### config.mk
export PLATFORM = sky130hd
export DESIGN_NAME = fdiv_front
export DESIGN_NICKNAME = d
export VERILOG_FILES = /design/src/rtl/fdiv_pkg.sv /design/src/rtl/fdiv_classify.sv /design/src/rtl/fdiv_front.sv
export SDC_FILE = /design/constraint.sdc
export NUM_CORES = 1
export LEC_CHECK = 0
export BUFFER_PORTS_ARGS = -buffer_cell sky130_fd_sc_hd__buf_2
export CAP_MARGIN = 20
export CORE_MARGIN = 3
export CORE_UTILIZATION = 51
export CTS_CLUSTER_DIAMETER = 30
export CTS_CLUSTER_SIZE = 8
export DETAILED_ROUTE_END_ITERATION = 6
export HOLD_SLACK_MARGIN = 0.05
export PLACE_DENSITY = 0.79
export SLEW_MARGIN = 0
export SYNTH_ARGS = -nofsm -noshare
export SYNTH_HDL_FRONTEND = slang
export SYNTH_SLANG_ARGS = --single-unit
### constraint.sdc
create_clock -name clk -period 2.65 [get_ports clk]
set_clock_uncertainty 0.2 [all_clocks]
set_input_delay 0.3975 -clock clk [delete_from_list [all_inputs] [get_ports clk]]
set_output_delay 0.3975 -clock clk [all_outputs]
set_load 0.02 [all_outputs]
### src/rtl/fdiv_pkg.sv
// fdiv_pkg: operand classes, canonical NaN and flag bit positions shared by the divider front end.
package fdiv_pkg;
    typedef enum logic [1:0] {NORM, ZERO, INF, NAN} cls_t;

    localparam logic [31:0] QNAN = 32'h7FC00000;

    localparam int INVALID   = 3;
    localparam int DIVZERO   = 2;
    localparam int OVERFLOW  = 1;
    localparam int UNDERFLOW = 0;

    // Denormals flush to zero, so any exp=0 counts as ZERO.
    function automatic cls_t classify(input logic [31:0] x);
        return (x[30:23] == 8'hFF) ? ((x[22:0] != 23'd0) ? NAN : INF) :
               (x[30:23] == 8'h00) ? ZERO : NORM;
    endfunction
endpackage

### src/rtl/fdiv_classify.sv
// fdiv_classify: resolves special operands and exponent over/underflow;
// bypass=0 means the pair must go to the divider.
module fdiv_classify
    import fdiv_pkg::*;
(
    input  logic [31:0] a,
    input  logic [31:0] b,
    output logic        bypass,
    output logic [31:0] result,
    output logic [3:0]  flags
);
    cls_t ca, cb;
    logic s, inv;
    logic signed [9:0] e;

    assign ca  = classify(a);
    assign cb  = classify(b);
    assign s   = a[31] ^ b[31];
    assign inv = ca == NAN || cb == NAN || (ca == ZERO && cb == ZERO) || (ca == INF && cb == INF);
    // Quotient exponent, minus one when the dividend mantissa is the smaller.
    assign e   = 10'(a[30:23]) - 10'(b[30:23]) + 10'd127 - 10'(a[22:0] < b[22:0]);

    always_comb begin
        bypass = 1'b1;
        result = 32'd0;
        flags  = 4'd0;
        if (inv) begin
            result         = QNAN;
            flags[INVALID] = 1'b1;
        end else if (ca == NORM && cb == ZERO) begin
            result         = {s, 8'hFF, 23'd0};
            flags[DIVZERO] = 1'b1;
        end else if (ca == INF) begin
            result = {s, 8'hFF, 23'd0};
        end else if (ca == ZERO || cb == INF) begin
            result = {s, 31'd0};
        end else if (e >= 10'sd255) begin
            result          = {s, 8'hFF, 23'd0};
            flags[OVERFLOW] = 1'b1;
        end else if (e <= 10'sd0) begin
            result           = {s, 31'd0};
            flags[UNDERFLOW] = 1'b1;
        end else begin
            bypass = 1'b0;
        end
    end
endmodule

### src/rtl/fdiv_front.sv
// fdiv_front: screens operand pairs, issues normal/normal pairs to the divider and
// returns all results in acceptance order through a ring buffer.
module fdiv_front
    import fdiv_pkg::*;
#(
    parameter int DEPTH  = 4,
    parameter int DIV_II = 1
) (
    input  logic        clk,
    input  logic        rst,
    input  logic        in_valid,
    output logic        in_ready,
    input  logic [31:0] in_a,
    input  logic [31:0] in_b,
    output logic [31:0] div_a,
    output logic [31:0] div_b,
    output logic        div_start,
    input  logic [31:0] div_c,
    input  logic        div_done,
    output logic        out_valid,
    input  logic        out_ready,
    output logic [31:0] out_c,
    output logic [3:0]  out_flags
);
    localparam int PW = DEPTH > 1 ? $clog2(DEPTH) : 1;
    localparam int CW = $clog2(DEPTH + 1);
    localparam int GW = DIV_II > 1 ? $clog2(DIV_II) : 1;
    localparam logic [CW-1:0] FULL = CW'(DEPTH);
    localparam logic [GW-1:0] GAP  = GW'(DIV_II - 1);

    logic          done  [DEPTH];
    logic [31:0]   res_c [DEPTH];
    logic [3:0]    res_f [DEPTH];
    logic [PW-1:0] pend  [DEPTH];
    logic [PW-1:0] wr_ptr, rd_ptr, pwr, prd;
    logic [CW-1:0] count, pcnt;
    logic [GW-1:0] gap;
    logic          bypass, accept, issue, pop, ret;
    logic [31:0]   result;
    logic [3:0]    flags;

    fdiv_classify u_cls (
        .a      (in_a),
        .b      (in_b),
        .bypass (bypass),
        .result (result),
        .flags  (flags)
    );

    assign in_ready  = count < FULL && gap == '0;
    assign accept    = in_valid && in_ready;
    assign issue     = accept && !bypass;
    assign out_valid = done[rd_ptr];
    assign out_c     = res_c[rd_ptr];
    assign out_flags = res_f[rd_ptr];
    assign pop       = out_valid && out_ready;
    // Returns with nothing pending (e.g. launched before a reset) are dropped.
    assign ret       = div_done && pcnt != '0;

    always_ff @(posedge clk or negedge rst) begin
        if (!rst) begin
            for (int i = 0; i < DEPTH; i++) begin
                done[i]  <= 1'b0;
                res_c[i] <= 32'd0;
                res_f[i] <= 4'd0;
                pend[i]  <= '0;
            end
            wr_ptr    <= '0;
            rd_ptr    <= '0;
            pwr       <= '0;
            prd       <= '0;
            count     <= '0;
            pcnt      <= '0;
            gap       <= '0;
            div_start <= 1'b0;
            div_a     <= 32'd0;
            div_b     <= 32'd0;
        end else begin
            div_start <= issue;
            gap       <= issue ? GAP : (gap != '0 ? gap - GW'(1) : gap);
            if (accept) begin
                done[wr_ptr]  <= bypass;
                res_c[wr_ptr] <= result;
                res_f[wr_ptr] <= flags;
                wr_ptr        <= wr_ptr + PW'(1);
            end
            if (issue) begin
                div_a     <= in_a;
                div_b     <= in_b;
                pend[pwr] <= wr_ptr;
                pwr       <= pwr + PW'(1);
            end
            if (ret) begin
                done[pend[prd]]  <= 1'b1;
                res_c[pend[prd]] <= div_c;
                prd              <= prd + PW'(1);
            end
            if (pop) begin
                done[rd_ptr] <= 1'b0;
                rd_ptr       <= rd_ptr + PW'(1);
            end
            count <= count + CW'(accept) - CW'(pop);
            pcnt  <= pcnt + CW'(issue) - CW'(ret);
        end
    end
endmodule
==> impl_metrics.ini, run 1 <==
[floorplan]
row_count = 55
fp.coreArea_um2 = 22800
chipHeight_um = 159
start_util = 0.523
ios = 204
die-width_um = 159
die_area_um2 = 25300

[timing]
setup_violations = 126
min_period_ns = 5.00
final_hold_viol_count = 0
rsz0062_at_grt = yes
slew_viol_final = 0
fin_crit_sh = 1.89
setup_tns_ns = -266.35
timing.slew.headroom = 0.590
tightest_slew_ns = 0.615
setup_ws_ns = -2.35
timing.fmax_mhz = 200

[worst_setup_path]
worstPathMaxFanout = 3
crit_family = compound AO/OA/AOI/OAI gates
worstPathRequired_ns = 2.87
crit_slowest_cell = fa_2
r2r_cells = 9
critPathMaxStageDelay_ns = 0.39
crit_path_cell_trace = buf_4, ha_4, a21o_1, a21o_1, a21o_1, a21oi_1, o21ai_1, a221o_1, a221o_1, ha_2, ha_4, fa_2, a21oi_1, o211a_1, xor2_1, nor4_1, a21oi_1, and4_4, inv_4, ha_4, inv_2, ha_4, fa_2, xnor2_1
cp-start-kind = input pin
r2r_slack_ns = 0.06
cp.depth = 24
path_class = in -> reg
r2r-start = rd_ptr[0]
crit_buf_inv = 3
arrival_ns = 5.22
setup.worst_path.end_class = flop
critPathMostFrequentCell = ha_4
worstReg2RegEnd = count[2]

[clock_tree]
cts_max_level = 2
clock_path_buffers = 3
numCtsBuffers = 50
cts-root-buf = clkbuf_16
worstSkewPairLatency_ns = 0.54
cts_tree = built
cts_sinks = 235
cts.reportedPaths.clkPinSlew_ns = 0.05

[layout]
multiInputGateArea_um2 = 5780
post-route-util = 0.765
final_cells = 1916
final_cell_mix = 252 x nand2_1, 233 x dfrtp_1, 197 x buf_2
fin_area_um2 = 17500
drive_gt1_frac = 0.373
area_growth_pct = 46.3
seq_area_um2 = 5880
fillers = 1307
final_nets = 1725
layout_commonest_cell = nand2_1

[yosys]
synthTopCellsByArea = dfrtp_1 49%, nand2_1 7.9%, mux4_2 7.4%
synth_fp_nets = 1300
yosysWarnings = 0
synth_edf_count = 0
synthCells = 1141
synth-seq-cells = 235
yosysSeqAreaShare = 0.492
async_reset_ff_frac = 1.00
avgSynthCellArea_um2 = 10.5
ys.flop_type = dfrtp_1
synth_top_cell_area_share = 0.492
ys_types = 55
synth_area_um2 = 11900
synth_largest_area_cell = dfrtp_1

[hold_path]
hold_class = in -> reg
min_to = rd_ptr[0]
hold_depth = 3
min-delay-start = out_ready

[routing]
dr_total_vias = 11508
drtPass1Iterations = 5
ant_nets = 0
drt_iter0_markers = 1140
drcViolationCount = 0
wl_um = 43100
viasPerCell = 6.01
wl_per_cell_um = 22.5

[pwr]
peakVddDrop_mv = 1.06
finalPower_mw = 22.2
power_density_nw_per_um2 = 1270
p_leak_nw = 8.30

[placement]
dp_cells = 1716
hpwl_um = 21700
placed_area_um2 = 14300
place_congestion = 0.881
port_buffers = 203

[run_status]
violations = negative setup slack
status = complete, but fails checks

[global_routing]
grt_pass1_vias = 12141
antenna_found_initial = 1
grt_usage = 0.311
grt_start_max_net_pins = 72
grt_pass1_wl_um = 63600
gr-total-overflow = 0

[job]
max-cap-violations = 0
==> synth_stat cells, types with 3 or more instances <==
library cell / number
a2bb2oi_1: 7
xnor2_1: 10
nand2b_1: 8
buf_6: 5
a21oi_1: 19
or4_1: 4
mux4_2: 39
ha_1: 54
nor2b_1: 4
nand2_1: 253
nor2_1: 40
o22ai_1: 8
fa_1: 4
dfrtp_1: 235
and2_1: 9
a31oi_1: 5
o31ai_1: 16
a21o_1: 14
nand4_1: 13
buf_1: 8
mux2_2: 67
nor4_1: 12
o21ai_0: 124
buf_2: 3
nand3_1: 26
clkbuf_1: 43
inv_1: 54
o21ai_1: 3
buf_4: 7
mux2_4: 5
o21a_1: 6
xor2_1: 8
==> cell families after synthesis <==
group / count (synthesis) / share of synthesized area
mux: 111 / 0.143
compound gates: 214 / 0.105
flops: 235 / 0.492
xor+xnor: 18 / 0.0132
buf+inv: 120 / 0.0434
fa+ha+maj: 58 / 0.0633
simple gates: 385 / 0.140
==> cell type report <==
type | instances | share of cell area
Sequential cell | 235 | 0.337
Clock buffer | 64 | 0.0821
Multi-Input combinational cell | 786 | 0.331
Inverter | 54 | 0.0126
Timing Repair Buffer | 439 | 0.196
Antenna cell | 1 | 0.000143
Tap cell | 313 | 0.0224
Clock inverter | 24 | 0.0193
==> registers in the layout (all words and copies together) (netlist names) <==
| name | flops |
|---|---|
| div_b | 32 |
| done | 4 |
| res_c | 128 |
| pwr | 2 |
| div_a | 32 |
| count | 3 |
| pcnt | 3 |
| pend | 8 |
| wr_ptr | 2 |
| div_start | 1 |
| rd_ptr | 2 |
| prd | 2 |
| res_f | 16 |
==> metal layers <==
metal | part of all wire | track usage
met5 | 0 | 0
met4 | 0.065 | 0.163
met3 | 0.093 | 0.0799
met2 | 0.49 | 0.528
met1 | 0.36 | 0.365
==> where the power goes <==
part	internal, mW	switching [mW]
sequential	5.23	1.07
combinational	4.08	5.27
clock	4.47	2.07
==> worst max path at each step <==
stage | start | end | slack (ns)
2_1_floorplan | in_b[8] | pcnt[2] | -2.72
6_report | in_a[1] | pcnt[2] | -2.35
3_5_place_dp | in_b[8] | pcnt[2] | -2.70
3_3_place_gp | in_b[8] | pcnt[1] | -2.67
5_1_grt | in_a[1] | pcnt[2] | -2.40
4_1_cts | in_b[8] | pcnt[2] | -2.02
==> tightest hold or removal path, delay by kind of cell <==
family,cells,cell delay (ns)
buf+inv,1,0.08
simple gates,1,0.21
xor+xnor,1,0.08
==> through the flow <==
stage                     hold slack, ns  setup WS, ns
after floorplan                  -0.0981         -2.72
after global placement             0.211         -2.67
after detailed placement           0.208         -2.70
after CTS                         0.0561         -2.02
after global routing              0.0746         -2.40
final                             0.0698         -2.35
==> what timing repair did <==
action	4_1_cts	5_1_grt
endpoints found under the hold margin	253	0
gates cloned	2	7
pin swaps	5	6
buffers inserted	0	9
endpoints found under the setup margin	132	154
hold buffers	93	0
resized for setup	18	34
Power figures use the tool's default switching activity.
==> inputs of run 2 (changes only) <==
- CORE_UTILIZATION: 51 -> 52
- PLACE_DENSITY: 0.79 -> 0.8
- SYNTH_HIERARCHICAL: unset -> 1
==> run 2 against run 1 <==
  * The flow finishes with violations (design-rule violations, negative setup slack)
  * Clock power up 8.1%
  * Synthesized cell count fell by 8.8%
  * Clock-buffer cell count decreased by 2
  * Critical path depth unchanged
  * Sequential cell count unchanged
  * Cell count decreased by 2.9%
  * Die area is 9.1% higher
  * Non-clock buffer count rose by 29
  * Area after synthesis grew 12%
  * Final area up 13%
  * Combinational power grew 48%
  * Hold slack gained 0.094 ns
  * Highest routed layer unchanged
==> impl_metrics.ini, run 2 <==
[run_status]
status = complete, but fails checks
violations = design-rule violations, negative setup slack

[pwr]
power_density_nw_per_um2 = 1410
peakVddDrop_mv = 0.992
switching_power_mw = 11.0
p_clk_frac = 0.255
switching_share = 0.396
power_frac_comb = 0.498
power.share.sequential = 0.247
p_leak_nw = 9.44
power.internal_mw = 16.8

[yosys]
synth_edf_count = 0
synth_most_common_cell = mux2_2
avgSynthCellArea_um2 = 12.8
ys.flop_type = dfrtp_1
yosysWarnings = 6
async_reset_ff_frac = 1.00
ys_types = 60
yosysSeqAreaShare = 0.441
synthTopCellsByArea = dfrtp_1 44%, mux2_2 23%, mux4_2 6.6%
synth_area_um2 = 13300
synth-seq-cells = 235
synth_largest_area_cell = dfrtp_1
synth_common_cells = 275 x mux2_2, 235 x dfrtp_1, 54 x inv_1, 53 x ha_1, 48 x nor4_1
synth_top_cell_area_share = 0.441
synthCells = 1041

[worst_setup_path]
setup.worst_path.end_class = flop
cp-start-kind = input pin
worstPathRequired_ns = 2.93
path_class = in -> reg
arrival_ns = 5.45
worstPathMaxFanout = 4

[timing]
setup_tns_ns = -277.30
final_hold_viol_count = 0
timing.fmax_mhz = 193
setup_ws_ns = -2.53
timing.slew.headroom = 0.469
min_period_ns = 5.18
fin_hold_ws_ns = 0.164
slew_viol_final = 0
setup_violations = 132
fin_crit_sh = 1.95
tightest_slew_ns = 0.795
rsz0062_at_grt = yes

[global_routing]
grt_pass1_wl_um = 77300
antenna_found_initial = 2
grt_usage = 0.354
gr-total-overflow = 0
grt_start_max_net_pins = 76
grt_pass1_vias = 13246

[routing]
drt_iter0_markers = 1700
drtPass1Iterations = 7
wl_per_cell_um = 30.8
viasPerCell = 6.76
drcViolationCount = 13
ant_nets = 0
dr_total_vias = 12580
wl_um = 57300

[placement]
placed_area_um2 = 15600
place_congestion = 0.884
hpwl_um = 22300
dp_cells = 1628
place_ws_ns = -2.70
port_buffers = 203

[floorplan]
start_util = 0.539
die_area_um2 = 27600
row_count = 57
die-width_um = 166
ios = 204
chipHeight_um = 166
fp.coreArea_um2 = 24700

[clock_tree]
cts_tree = built
numCtsBuffers = 50
cts-root-buf = clkbuf_16
cts_max_level = 2
worstSkewPairLatency_ns = 0.58
cts.reportedPaths.clkPinSlew_ns = 0.06
cts_sinks = 235
clock_path_buffers = 3

[job]
max-cap-violations = 0

[layout]
top_regs = res_c (128), div_a (32), div_b (32)
area_growth_pct = 47.9
final_nets = 1651
layout_commonest_cell = dfrtp_1
fin_area_um2 = 19700
drive_gt1_frac = 0.561
largest-register = res_c
final_cells = 1860
largest_reg_flops = 128
final_cell_mix = 233 x dfrtp_1, 208 x mux2_2, 200 x buf_2

[hold_path]
hold_class = in -> reg
run 2: cell types whose count changed after synthesis, sizes merged, moves of 9 or more:
cell / previous run / this run
nand2: 253 / 17
mux2: 72 / 281
o21ai: 127 / 14
buf: 23 / 59
mux2i: 0 / 36
nor4: 12 / 48
a21oi: 19 / 41
nor2: 41 / 19
nand3: 26 / 5
clkbuf: 43 / 30
o31ai: 16 / 4
and2: 10 / 1
run 2: area by class of cell:
class,count,area [µm²]
flip-flops and latches,235,5880
well taps,324,405
diodes,4,10.0
clock buffers,62,1370
repair buffers,468,3750
inverters,54,210
multi-input cells,684,7590
clock inverters,29,503
fillers,1079,5030
run 2: layer usage:
layer,up-vias,global-route usage,part of all wire
met5,-,0,0
met4,0,0.211,0.097
met3,463,0.0705,0.098
met2,1235,0.615,0.47
met1,6148,0.404,0.33
li1,4734,-,-
run 2: power groups by stage:
stage | logic [mW] | clock network (mW) | registers, mW
6_report | 13.8 | 7.07 | 6.87
5_1_grt | 14.2 | 7.22 | 6.93
4_1_cts | 12.0 | 6.88 | 6.42
3_5_place_dp | 10.5 | 0 | 6.35
3_3_place_gp | 10.2 | 0 | 6.25
2_1_floorplan | 7.04 | 0 | 6.72
run 2: logic make-up after synthesis:
family | count (synthesis) | synth area share
mux | 356 | 0.330
flops | 235 | 0.441
buf+inv | 143 | 0.0535
simple gates | 134 | 0.0594
compound gates | 94 | 0.0461
fa+ha+maj | 57 | 0.0557
xor+xnor | 21 | 0.0138
other cells | 1 | 0.000281
run 2: final timing paths:
check	from	end	slack, ns	depth (start not counted)
worst max register to register	prd[0]	res_c[118]	-0.05	4
worst max-delay path	in_b[13]	pcnt[2]	-2.53	24
min in group asynchronous	rst	div_b[12]	0.21	2
worst min-delay path	in_a[24]	div_a[24]	0.16	4
max in group asynchronous	rst	rd_ptr[0]	1.25	3
worst min register to register	div_a[31]	div_a[31]	0.31	1
run 2: repair_timing:
action / in CTS / in global routing
hold buffers: 97 / 0
resized for setup: 107 / 73
cloned: 9 / 2
hold endpoints to repair: 262 / 0
pin swaps: 11 / 40
buffers inserted: 18 / 21
endpoints found under the setup margin: 144 / 159
run 2: worst max-delay path: stages:
cell and delay [ns]:
buf_2 0.09, inv_1 0.06, ha_1 0.33, nand3_2 0.18, nor4_4 0.38, a21oi_2 0.12
o31ai_2 0.31, ha_2 0.28, ha_4 0.15, inv_2 0.04, fa_2 0.36, nand2b_4 0.20
a21o_1 0.22, a311oi_4 0.34, nor2_2 0.10, a41oi_2 0.21, nand4b_1 0.23, nor3b_4 0.32
buf_4 0.17, buf_8 0.12, nor2_2 0.05, fa_2 0.39, xnor2_2 0.16, xnor2_1 0.25
run 2: through the flow:
| step | power [mW] | utilization |
|---|---|---|
| 4_1_cts | 25.3 | 0.778 |
| 2_1_floorplan | 13.8 | - |
| 5_1_grt | 28.4 | 0.797 |
| 3_3_place_gp | 16.5 | 0.631 |
| 6_report | 27.8 | 0.797 |
| 3_5_place_dp | 16.9 | 0.631 |
